$ cat src/rtl/irq_controller.sv
// irq_controller: edge-latched, fixed-priority interrupt controller.
// Sits beside the control unit and decodes the same opcode bus. An accepted
// interrupt produces one call cycle (irq_take), then stays in service until RETI.
// Optional feature macro: IRQ_SYNC_EN adds a 2-flop input synchronizer
// (+2 cycles of latency) for peripheral lines that are asynchronous to clk.
module irq_controller #(
  parameter int              N_IRQ      = 4,
  parameter int              PC_W       = 10,
  parameter logic [PC_W-1:0] VEC_BASE   = 10'h3C0,
  parameter int              VEC_STRIDE = 4,
  parameter logic [5:0]      OP_RETI    = 6'b111100,
  parameter logic [5:0]      OP_EI      = 6'b111101,
  parameter logic [5:0]      OP_DI      = 6'b111110,
  parameter logic [5:0]      OP_MSK     = 6'b111111
) (
  input  logic             clk,
  input  logic             reset,
  input  logic [N_IRQ-1:0] irq,
  input  logic [5:0]       opcode,
  input  logic [7:0]       imm,
  output logic             irq_take,
  output logic [PC_W-1:0]  irq_vector,
  output logic [N_IRQ-1:0] irq_ack,
  output logic             in_service,
  output logic [N_IRQ-1:0] pending
);

  localparam int IW = (N_IRQ > 1) ? $clog2(N_IRQ) : 1;

  typedef enum logic [1:0] {IDLE, TAKE, SERVICE} state_t;

  state_t            state, state_nxt;
  logic [N_IRQ-1:0]  irq_s, irq_q, rise;
  logic [N_IRQ-1:0]  mask, eligible;
  logic              gie;
  logic              found;
  logic [IW-1:0]     gnt_idx;
  logic [N_IRQ-1:0]  gnt_oh;
  logic [PC_W-1:0]   gnt_vec;
  logic              take_go;
  logic              dec_en, is_ei, is_di, is_msk;
  logic              unused_imm;

  // imm bits above N_IRQ carry no meaning for the mask
  assign unused_imm = ^imm;

`ifdef IRQ_SYNC_EN
  logic [N_IRQ-1:0] sync1, sync2;

  // Two-flop synchronizer for asynchronous peripheral lines
  always_ff @(posedge clk or negedge reset) begin
    if (!reset) begin
      sync1 <= '0;
      sync2 <= '0;
    end else begin
      sync1 <= irq;
      sync2 <= sync1;
    end
  end

  assign irq_s = sync2;
`else
  assign irq_s = irq;
`endif

  // Previous-cycle copy of the request lines for rising-edge detection
  always_ff @(posedge clk or negedge reset) begin
    if (!reset) irq_q <= '0;
    else        irq_q <= irq_s;
  end

  assign rise     = irq_s & ~irq_q;
  assign eligible = pending & mask;

  // Fixed priority: lowest set index of eligible wins
  always_comb begin
    found   = 1'b0;
    gnt_idx = '0;
    for (int i = 0; i < N_IRQ; i++) begin
      if (eligible[i] && !found) begin
        found   = 1'b1;
        gnt_idx = IW'(i);
      end
    end
  end

  assign gnt_oh  = found ? (N_IRQ'(1) << gnt_idx) : '0;
  assign gnt_vec = VEC_BASE + PC_W'(gnt_idx) * PC_W'(VEC_STRIDE);

  // The TAKE-cycle instruction is aborted, so its opcode is not decoded
  assign dec_en = (state != TAKE);
  assign is_ei  = dec_en && (opcode == OP_EI);
  assign is_di  = dec_en && (opcode == OP_DI);
  assign is_msk = dec_en && (opcode == OP_MSK);

  // State register
  always_ff @(posedge clk or negedge reset) begin
    if (!reset) state <= IDLE;
    else        state <= state_nxt;
  end

  // Next-state logic; a DI in the deciding cycle vetoes the take
  always_comb begin
    state_nxt = state;
    take_go   = 1'b0;
    case (state)
      IDLE: begin
        if (gie && found && (opcode != OP_DI)) begin
          take_go   = 1'b1;
          state_nxt = TAKE;
        end
      end
      TAKE:    state_nxt = SERVICE;
      SERVICE: if (opcode == OP_RETI) state_nxt = IDLE;
      default: state_nxt = IDLE;
    endcase
  end

  // Registered outputs; ack/vector hold the grant latched at the take decision
  always_ff @(posedge clk or negedge reset) begin
    if (!reset) begin
      irq_take   <= 1'b0;
      irq_vector <= '0;
      irq_ack    <= '0;
      in_service <= 1'b0;
    end else begin
      irq_take   <= take_go;
      irq_vector <= take_go ? gnt_vec : '0;
      irq_ack    <= take_go ? gnt_oh : '0;
      in_service <= (state_nxt != IDLE);
    end
  end

  // Pending latch: granted line clears as TAKE begins; a new edge wins over the clear
  always_ff @(posedge clk or negedge reset) begin
    if (!reset) pending <= '0;
    else        pending <= (pending & ~(take_go ? gnt_oh : '0)) | rise;
  end

  // Global enable and mask, written by EI/DI/MSK in any non-TAKE cycle
  always_ff @(posedge clk or negedge reset) begin
    if (!reset) begin
      gie  <= 1'b0;
      mask <= '1;
    end else begin
      if (is_ei)      gie <= 1'b1;
      else if (is_di) gie <= 1'b0;
      if (is_msk) mask <= imm[N_IRQ-1:0];
    end
  end

endmodule

$ cat config.mk
export PLATFORM = sky130hd
export DESIGN_NAME = irq_controller
export DESIGN_NICKNAME = d
export VERILOG_FILES = /design/src/rtl/irq_controller.sv
export SDC_FILE = /design/constraint.sdc
export NUM_CORES = 1
export LEC_CHECK = 0
export BUFFER_PORTS_ARGS = -buffer_cell sky130_fd_sc_hd__buf_2
export CELL_PAD_IN_SITES_DETAIL_PLACEMENT = 1
export CELL_PAD_IN_SITES_GLOBAL_PLACEMENT = 2
export CORE_UTILIZATION = 29
export CTS_CLUSTER_DIAMETER = 120
export CTS_CLUSTER_SIZE = 20
export DETAILED_ROUTE_END_ITERATION = 10
export GPL_ROUTABILITY_DRIVEN = 1
export PLACE_DENSITY = 0.82
export SLEW_MARGIN = 30
export SYNTH_ARGS = -nofsm -noshare
export SYNTH_HDL_FRONTEND = slang
export SYNTH_SLANG_ARGS = --single-unit
export TNS_END_PERCENT = 100
$ cat constraint.sdc
create_clock -name clk -period 1.4 [get_ports clk]
set_input_delay 0.21 -clock clk [delete_from_list [all_inputs] [get_ports clk]]
set_output_delay 0.21 -clock clk [all_outputs]
set_load 0.01 [all_outputs]
Word level (Yosys, flattened, before mapping)
Index checks and enable logic that the tools add are counted.
W data, S select, Z words.

cells by class
  bitwise logic cells = 6
  shifts and indexed selects = 1
  equal/unequal tests = 8
  add/sub/neg operators = 1
  reduce and logical (&&, ||, !) cells = 14
  multiplexer cells = 17

operator list
  kind                   count
  $eq A6 B6 Y1 const B   4
  $and A4 B4 Y4          3
  $mux W10               1
  $mux W1                9
  $add A7 B5 Y8 const A  1
  $logic_and A1 B1 Y1    8
  $mux W2                4
  $mux W4                2
  $not A4 Y4             2
  $ne A6 B6 Y1 const B   1
  $pmux W2 S3            1
  $or A4 B4 Y4           1
  $reduce_bool A2 Y1     2
  $shl A1 B2 Y4 const A  1
  $logic_not A1 Y1       3
  $eq A2 B1 Y1 const B   1
  $eq A2 B2 Y1 const B   1
  $logic_not A2 Y1       1
  $ne A2 B1 Y1 const B   1

word-level totals
  logic and storage cells = 56
  input bits = 20
  bits in registers = 31

Depth between registers and ports, before layout
Gate-level depths: netlist of the first run.

  depth in word-level cells = 19
  mapped depth = 3

Worst setup path after synthesis of the first run
No wires, ideal clock.

  path kind = reg2reg
  from = register state[0]
  to = register pending[2]
  buffers on the path = 0
  arrival = 1.114 ns
  cell stages (with the launch flop) = 4
  slack = 0.160 ns
  library setup time = 0.126 ns
  cells stage by stage = dfrtp_1 nor3b_2 o211ai_2 a221o_1

on the way
  longest elaborated chain between the ends = 6

RTL lines
  element                   line  source
  start: declaration        32    state_t state, state_nxt;
  start signal: assignment  99    else state <= state_nxt;
  $logic_not A2 Y1          106   case (state)
  $mux W1                   106
  $mux W4                   137   else pending <= (pending & ~(take_go ? gnt_oh : '0)) | rise;
  $not A4 Y4                137
  $and A4 B4 Y4             137
  $or A4 B4 Y4              137
  end signal: assignment    137
  end: declaration          25    output logic [N_IRQ-1:0] pending

Every way passes these cells.
A chain may end at the register's enable or synchronous reset.

Final worst setup path of the first run
  from = register state[0]
  to = register mask[2]

on the way
  longest elaborated chain between the ends = 2

RTL lines
  element                 line  source
  $ne A2 B1 Y1            91    assign dec_en = (state != TAKE);
  $logic_and A1 B1 Y1     94    assign is_msk = dec_en && (opcode == OP_MSK);
  end signal: assignment  148   if (is_msk) mask <= imm[N_IRQ-1:0];
  end: declaration        34    logic [N_IRQ-1:0] mask, eligible;

Every way passes these cells.

==> results.py, run 1 <==
metrics = {
    "min_path": {
        "hold_path_class": "input pin to register",
        "hold_path_depth": 1,
        "hold_start": "irq[1]",
        "min_to": "irq_q[1]$_DFF_PN0_",
    },
    "logic_synthesis": {
        "postSynthCellCount": 80,
        "syn_avg_cell_area_um2": 12.5,
        "syn-cell-area_mm2": 0.00100,
        "ys.warnings.count": 0,
        "netlist-cell-type-count": 28,
        "synth_edf_count": 0,
        "asyncSetResetFlopFracSynth_pct": 100,
        "yosysSeqAreaShare_pct": 57.9,
        "ys_seq_elements": 23,
        "synth_flop_cell": "dfrtp_1",
    },
    "worst_setup_path": {
        "timing.rr.start": "state[0]$_DFF_PN0_",
        "rr_endpoint": "mask[2]$_DFFE_PN1P_",
        "rrSetupSlack_ns": 0.06,
        "rr_worst_depth": 3,
        "cp_max_fo": 4,
        "crit_path_end_kind": "register",
        "crit_type": "register to register",
        "critPathRequiredTime_ns": 1.64,
        "worst-endpoint-arrival_ns": 1.58,
        "start_kind": "register",
    },
    "drt": {
        "drt_wl_total_um": 1860,
        "ant_nets": 0,
        "wire_per_inst_um": 11.5,
        "dr.pass1.iters": 4,
        "via_per_inst": 4.43,
        "vias": 714,
        "drc_errors": 0,
        "drt-initial-drc-count": 29,
    },
    "place": {
        "port_buffers": 31,
        "hpwl_um": 1470,
        "place_congestion": 0.730,
    },
    "clocking": {
        "cts_setup_buffers": 0,
        "cts-buffers-inserted": 3,
        "clockBufferDepth": 2,
        "h-tree-depth": 1,
        "cts.reportedPaths.clkPinSlew_ns": 0.12,
        "root_buffer": "clkbuf_4",
        "tritoncts": "built",
        "worstSkewPairLatency_ns": 0.31,
        "cts.sinks": 23,
    },
    "cells_and_area": {
        "fin_nets": 138,
        "final_common_cell": "buf_2",
        "area_growth_syn_to_layout_pct": 25.0,
        "antenna_cells": 0,
        "final_cell_mix": "buf_2, dfrtp_1, nor2_1",
        "drive_gt1_share_pct": 45.3,
    },
    "sta": {
        "slew_viol_final": 0,
        "layout_min_cycle_time_ns": 1.34,
        "whs_ns": 0.0187,
        "setup_viol": 0,
        "max_freq_mhz": 747,
        "timing.final.crit_share_pct": 95.6,
        "hold_viol": 0,
        "clock_skew_ns": 0.00700,
        "rsz0062_at_grt": "true",
    },
    "global_routing": {
        "grt_start_max_net_pins": 24,
        "grt_pass1_vias": 694,
        "grt_pass1_wl_um": 3070,
        "gr-total-overflow": 0,
        "grt_antenna_before_repair": 0,
        "track_usage_pct": 11.2,
    },
    "power_and_ir_drop": {
        "finalPower_uw": 1840,
        "vdd_ir_drop_max_uv": 369,
        "clock_power_share_pct": 16.3,
        "power_frac_comb_pct": 33.3,
        "p_int_uw": 1230,
        "switchingPower_uw": 608,
        "swShare_pct": 33.0,
        "leakagePower_uw": 0.000603,
        "p_per_area_mw_per_mm2": 1470,
        "power_frac_seq_pct": 50.4,
    },
    "floorplanning": {
        "coreArea_mm2": 0.00315,
        "chipHeight_um": 60.8,
        "die_width_um": 60.8,
        "start_util_pct": 31.8,
        "io_pins": 40,
        "die_area_mm2": 0.00369,
        "rows": 20,
    },
    "status": {
        "outcome": "completed",
    },
    "job": {
        "cap_violations": 0,
    },
}
==> power by group through the flow <==
stage               clock [uW]  combinational [uW]  sequential [uW]
floorplan                    0                 377              956
global placement             0                 596              931
detailed placement           0                 612              937
CTS                        314                 615              925
global route               332                 700              953
finish                     299                 614              929
==> worst max-delay path by stage <==
stage	endpoint	slack [ns]	cells after the start	from
CTS	mask[2]$_DFFE_PN1P_	0.04	3	state[0]$_DFF_PN0_
finish	mask[2]$_DFFE_PN1P_	0.06	3	state[0]$_DFF_PN0_
global placement	mask[2]$_DFFE_PN1P_	0.1	3	state[0]$_DFF_PN0_
global route	pending[3]$_DFF_PN0_	-0.004	3	state[1]$_DFF_PN0_
floorplan	pending[2]$_DFF_PN0_	0.16	3	state[0]$_DFF_PN0_
detailed placement	mask[0]$_DFFE_PN1P_	0.06	3	state[0]$_DFF_PN0_
==> cells in the mapped netlist (2+ instances only) <==
library cell	number	share of area, %
o211ai_1	3	2.2
dfrtp_1	19	47
nor2_1	7	2.6
nor2b_1	2	1.2
a22oi_1	2	1.5
nand2_1	5	1.9
nand3_1	2	1.0
buf_4	8	6.0
inv_1	5	1.9
dfstp_2	4	10
mux2_4	4	6.0
a221o_1	3	3.0
==> metal layers <==
| layer | vias to the layer above | wire length (um) | GRT usage [%] |
|---|---|---|---|
| li1 | 347 | - | - |
| met1 | 336 | 860 | 15.1 |
| met2 | 27 | 873 | 18.2 |
| met3 | 4 | 85 | 1.28 |
| met4 | 0 | 36 | 4.87 |
| met5 | - | 0 | 0 |
==> metrics by stage <==
stage / std cells / setup WS [ns] / util, % / cell area, um^2 / TNS (ns)
final: 161 / 0.0620 / 39.7 / 1250 / 0
after global routing: 161 / -0.00357 / 39.7 / 1250 / -0.00732
after CTS: 160 / 0.0357 / 39.2 / 1240 / 0
after detailed placement: 155 / 0.0556 / 38.1 / 1200 / 0
after global placement: 155 / 0.0958 / 38.1 / 1200 / 0
after floorplan: 83 / 0.160 / - / 1010 / 0
==> critical path, stage by stage, from the launching register on <==
cell	delay, ns
dfrtp_1	0.44
nor2b_4	0.16
nor3_4	0.34
mux2_4	0.33
==> cell type report <==
type                    instances  area, um^2
fillers                       378        1900
multi-input cells              47         359
well taps                      44        55.1
repair buffers                 38         213
flip-flops and latches         23         581
inverters                       5        18.8
clock buffers                   4        26.3
==> timing repair <==
action | 4_1_cts | 5_1_grt
endpoints found under the hold margin | 19 | 1
endpoints found under the setup margin | 0 | 4
resized for setup | 0 | 1
hold buffers | 1 | 1
==> flip-flops by register name, summed over array words and instances (netlist names) <==
signal	count
in_service	1
mask	4
irq_ack	4
irq_vector	3
state	2
gie	1
irq_q	4
pending	4
==> logic make-up after synthesis <==
group	Yosys count	share of synthesized area, %
multiplexers	4	5.99
flip-flops	23	57.9
AND/OR/NAND/NOR	23	14.7
AO/OA/AOI/OAI	16	13.1
other	1	0.374
buffers and inverters	13	7.87
Note: power is estimated with default switching activity, not from simulation.
==> inputs of run 2 (changes only) <==
==> constraint.sdc (replaced) <==
create_clock -name clk -period 1.35 [get_ports clk]
set_input_delay 0.2025 -clock clk [delete_from_list [all_inputs] [get_ports clk]]
set_output_delay 0.2025 -clock clk [all_outputs]
set_load 0.01 [all_outputs]
==> run 2 against run 1 <==
Effect of this change: utilization grew 1.9 points; sequential share of layout area shrank 2.1 points; sequential cell count is the same; fmax grew 1.8%; sequential power grew 4.3%; clock-buffer cell count is the same; worst setup slack lost 0.027 ns; wire length grew 12%; clock skew shrank 0.0062 ns; clock power grew 1%; non-clock buffer count grew 6; via count grew 2.9%.
==> results.py, run 2 (same netlist as run 1, synthesis figures left out) <==
metrics = {
    "status": {
        "outcome": "completed",
    },
    "cells_and_area": {
        "seq_area_um2": 582,
        "multi_input_area_um2": 365,
        "drive_gt1_share_pct": 47.2,
        "area_growth_syn_to_layout_pct": 31.1,
        "final_cell_area_mm2": 0.00131,
        "final_common_cell": "buf_2",
        "fin_nets": 144,
        "antenna_cells": 0,
        "final_cell_mix": "buf_2, dfrtp_1, buf_4",
        "fillers": 368,
    },
    "worst_setup_path": {
        "crit_type": "register to register",
        "rr_worst_depth": 3,
        "timing.rr.start": "state[0]$_DFF_PN0_",
        "slowest_stage": "dfrtp_1",
        "crit_path_end_kind": "register",
        "rrSetupSlack_ns": 0.04,
        "cp_slowest_stage_delay_ns": 0.46,
        "critPathRequiredTime_ns": 1.54,
        "worst-endpoint-arrival_ns": 1.51,
        "cp_num_buf_inv": 0,
        "cp_max_fo": 4,
        "rr_endpoint": "pending[2]$_DFF_PN0_",
        "start_kind": "register",
        "critPathTopFamily": "compound AO/OA/AOI/OAI gates",
        "cp_cell_sequence": "nor3b_4, o211ai_2, a221o_1",
    },
    "sta": {
        "layout_min_cycle_time_ns": 1.31,
        "timing.final.crit_share_pct": 97.4,
        "clock_skew_ns": 0.000810,
        "slew_viol_final": 0,
        "hold_viol": 0,
        "setup_viol": 0,
        "max_freq_mhz": 761,
        "finalSetupTns_ns": 0,
        "timing.final.ws_setup_ns": 0.0353,
    },
    "drt": {
        "ant_nets": 0,
        "via_per_inst": 4.40,
        "vias": 735,
        "drt_wl_total_um": 2080,
        "wire_per_inst_um": 12.4,
        "drt-initial-drc-count": 17,
        "drc_errors": 0,
        "dr.pass1.iters": 5,
    },
    "floorplanning": {
        "start_util_pct": 31.8,
        "coreArea_mm2": 0.00315,
        "chipHeight_um": 60.8,
        "die_width_um": 60.8,
        "io_pins": 40,
        "die_area_mm2": 0.00369,
        "rows": 20,
    },
    "global_routing": {
        "top_usage_layer": "met2",
        "grt_pass1_vias": 703,
        "grt_antenna_before_repair": 0,
        "gr-total-overflow": 0,
        "grt_use_met1_pct": 15.0,
        "grtUsageMet2_pct": 19.0,
        "grt_start_max_net_pins": 24,
        "met3_usage_pct": 2.56,
        "track_usage_pct": 11.8,
        "grt_pass1_wl_um": 3130,
    },
    "place": {
        "port_buffers": 31,
        "pre_cts_slack_ns": 0.00470,
        "place_congestion": 0.743,
        "hpwl_um": 1480,
        "place_area_mm2": 0.00121,
    },
    "clocking": {
        "cts-buffers-inserted": 3,
        "root_buffer": "clkbuf_4",
        "clockBufferDepth": 2,
        "worstSkewPairLatency_ns": 0.30,
        "tritoncts": "built",
        "h-tree-depth": 1,
        "cts.reportedPaths.clkPinSlew_ns": 0.12,
        "cts.sinks": 23,
    },
    "power_and_ir_drop": {
        "leakagePower_uw": 0.000632,
        "p_per_area_mw_per_mm2": 1520,
        "finalPower_uw": 1990,
        "vdd_ir_drop_max_uv": 429,
    },
    "min_path": {
        "hold_start": "irq[1]",
        "hold_path_class": "input pin to register",
        "min_to": "irq_q[1]$_DFF_PN0_",
        "hold_path_depth": 1,
    },
    "job": {
        "cap_violations": 0,
    },
}
-- run 2: final cells by class --
cell class	count	share of cell area [%]
clock buffer	4	2.00
tap	44	4.19
multi-input combinational	47	27.8
timing repair buffer	44	20.3
inverter	5	1.43
sequential	23	44.3
-- run 2: per-stage QoR --
stage	utilization [%]	hold slack, ns	std cells
after global placement	38.3	0.184	156
after detailed placement	38.3	0.200	156
after global routing	41.7	0.00384	167
after floorplan	-	-0.0931	83
final	41.7	0.0255	167
after CTS	39.7	0.00151	162
-- run 2: worst max path at each step --
| stage | startpoint | endpoint | slack (ns) | depth (start not counted) |
|---|---|---|---|---|
| floorplan | state[0]$_DFF_PN0_ | pending[2]$_DFF_PN0_ | 0.11 | 3 |
| global placement | state[0]$_DFF_PN0_ | mask[2]$_DFFE_PN1P_ | 0.04 | 3 |
| detailed placement | state[0]$_DFF_PN0_ | mask[2]$_DFFE_PN1P_ | 0.005 | 3 |
| CTS | state[0]$_DFF_PN0_ | mask[2]$_DFFE_PN1P_ | 0.02 | 4 |
| global route | state[0]$_DFF_PN0_ | pending[3]$_DFF_PN0_ | -0.02 | 3 |
| finish | state[0]$_DFF_PN0_ | pending[2]$_DFF_PN0_ | 0.04 | 3 |
-- run 2: timing repair --
action / CTS / global route
hold buffers: 1 / 3
setup buffers: 1 / 2
hold endpoints to repair: 19 / 3
pin swaps: 1 / 2
gates resized for setup: 0 / 4
endpoints found under the setup margin: 4 / 7
-- run 2: layer usage --
layer	part of all wire, %	vias to the layer above
met3	4.2	2
met2	51	23
met4	1.2	0
met1	43	351
li1	-	359
met5	0	-
-- run 2: power by group --
part,leakage [uW],internal [uW],switching (uW),total [uW]
sequential,0.000270,852,117,969
clock,0.0000150,115,188,303
combinational,0.000347,367,352,719
total,0.000632,1330,658,1990
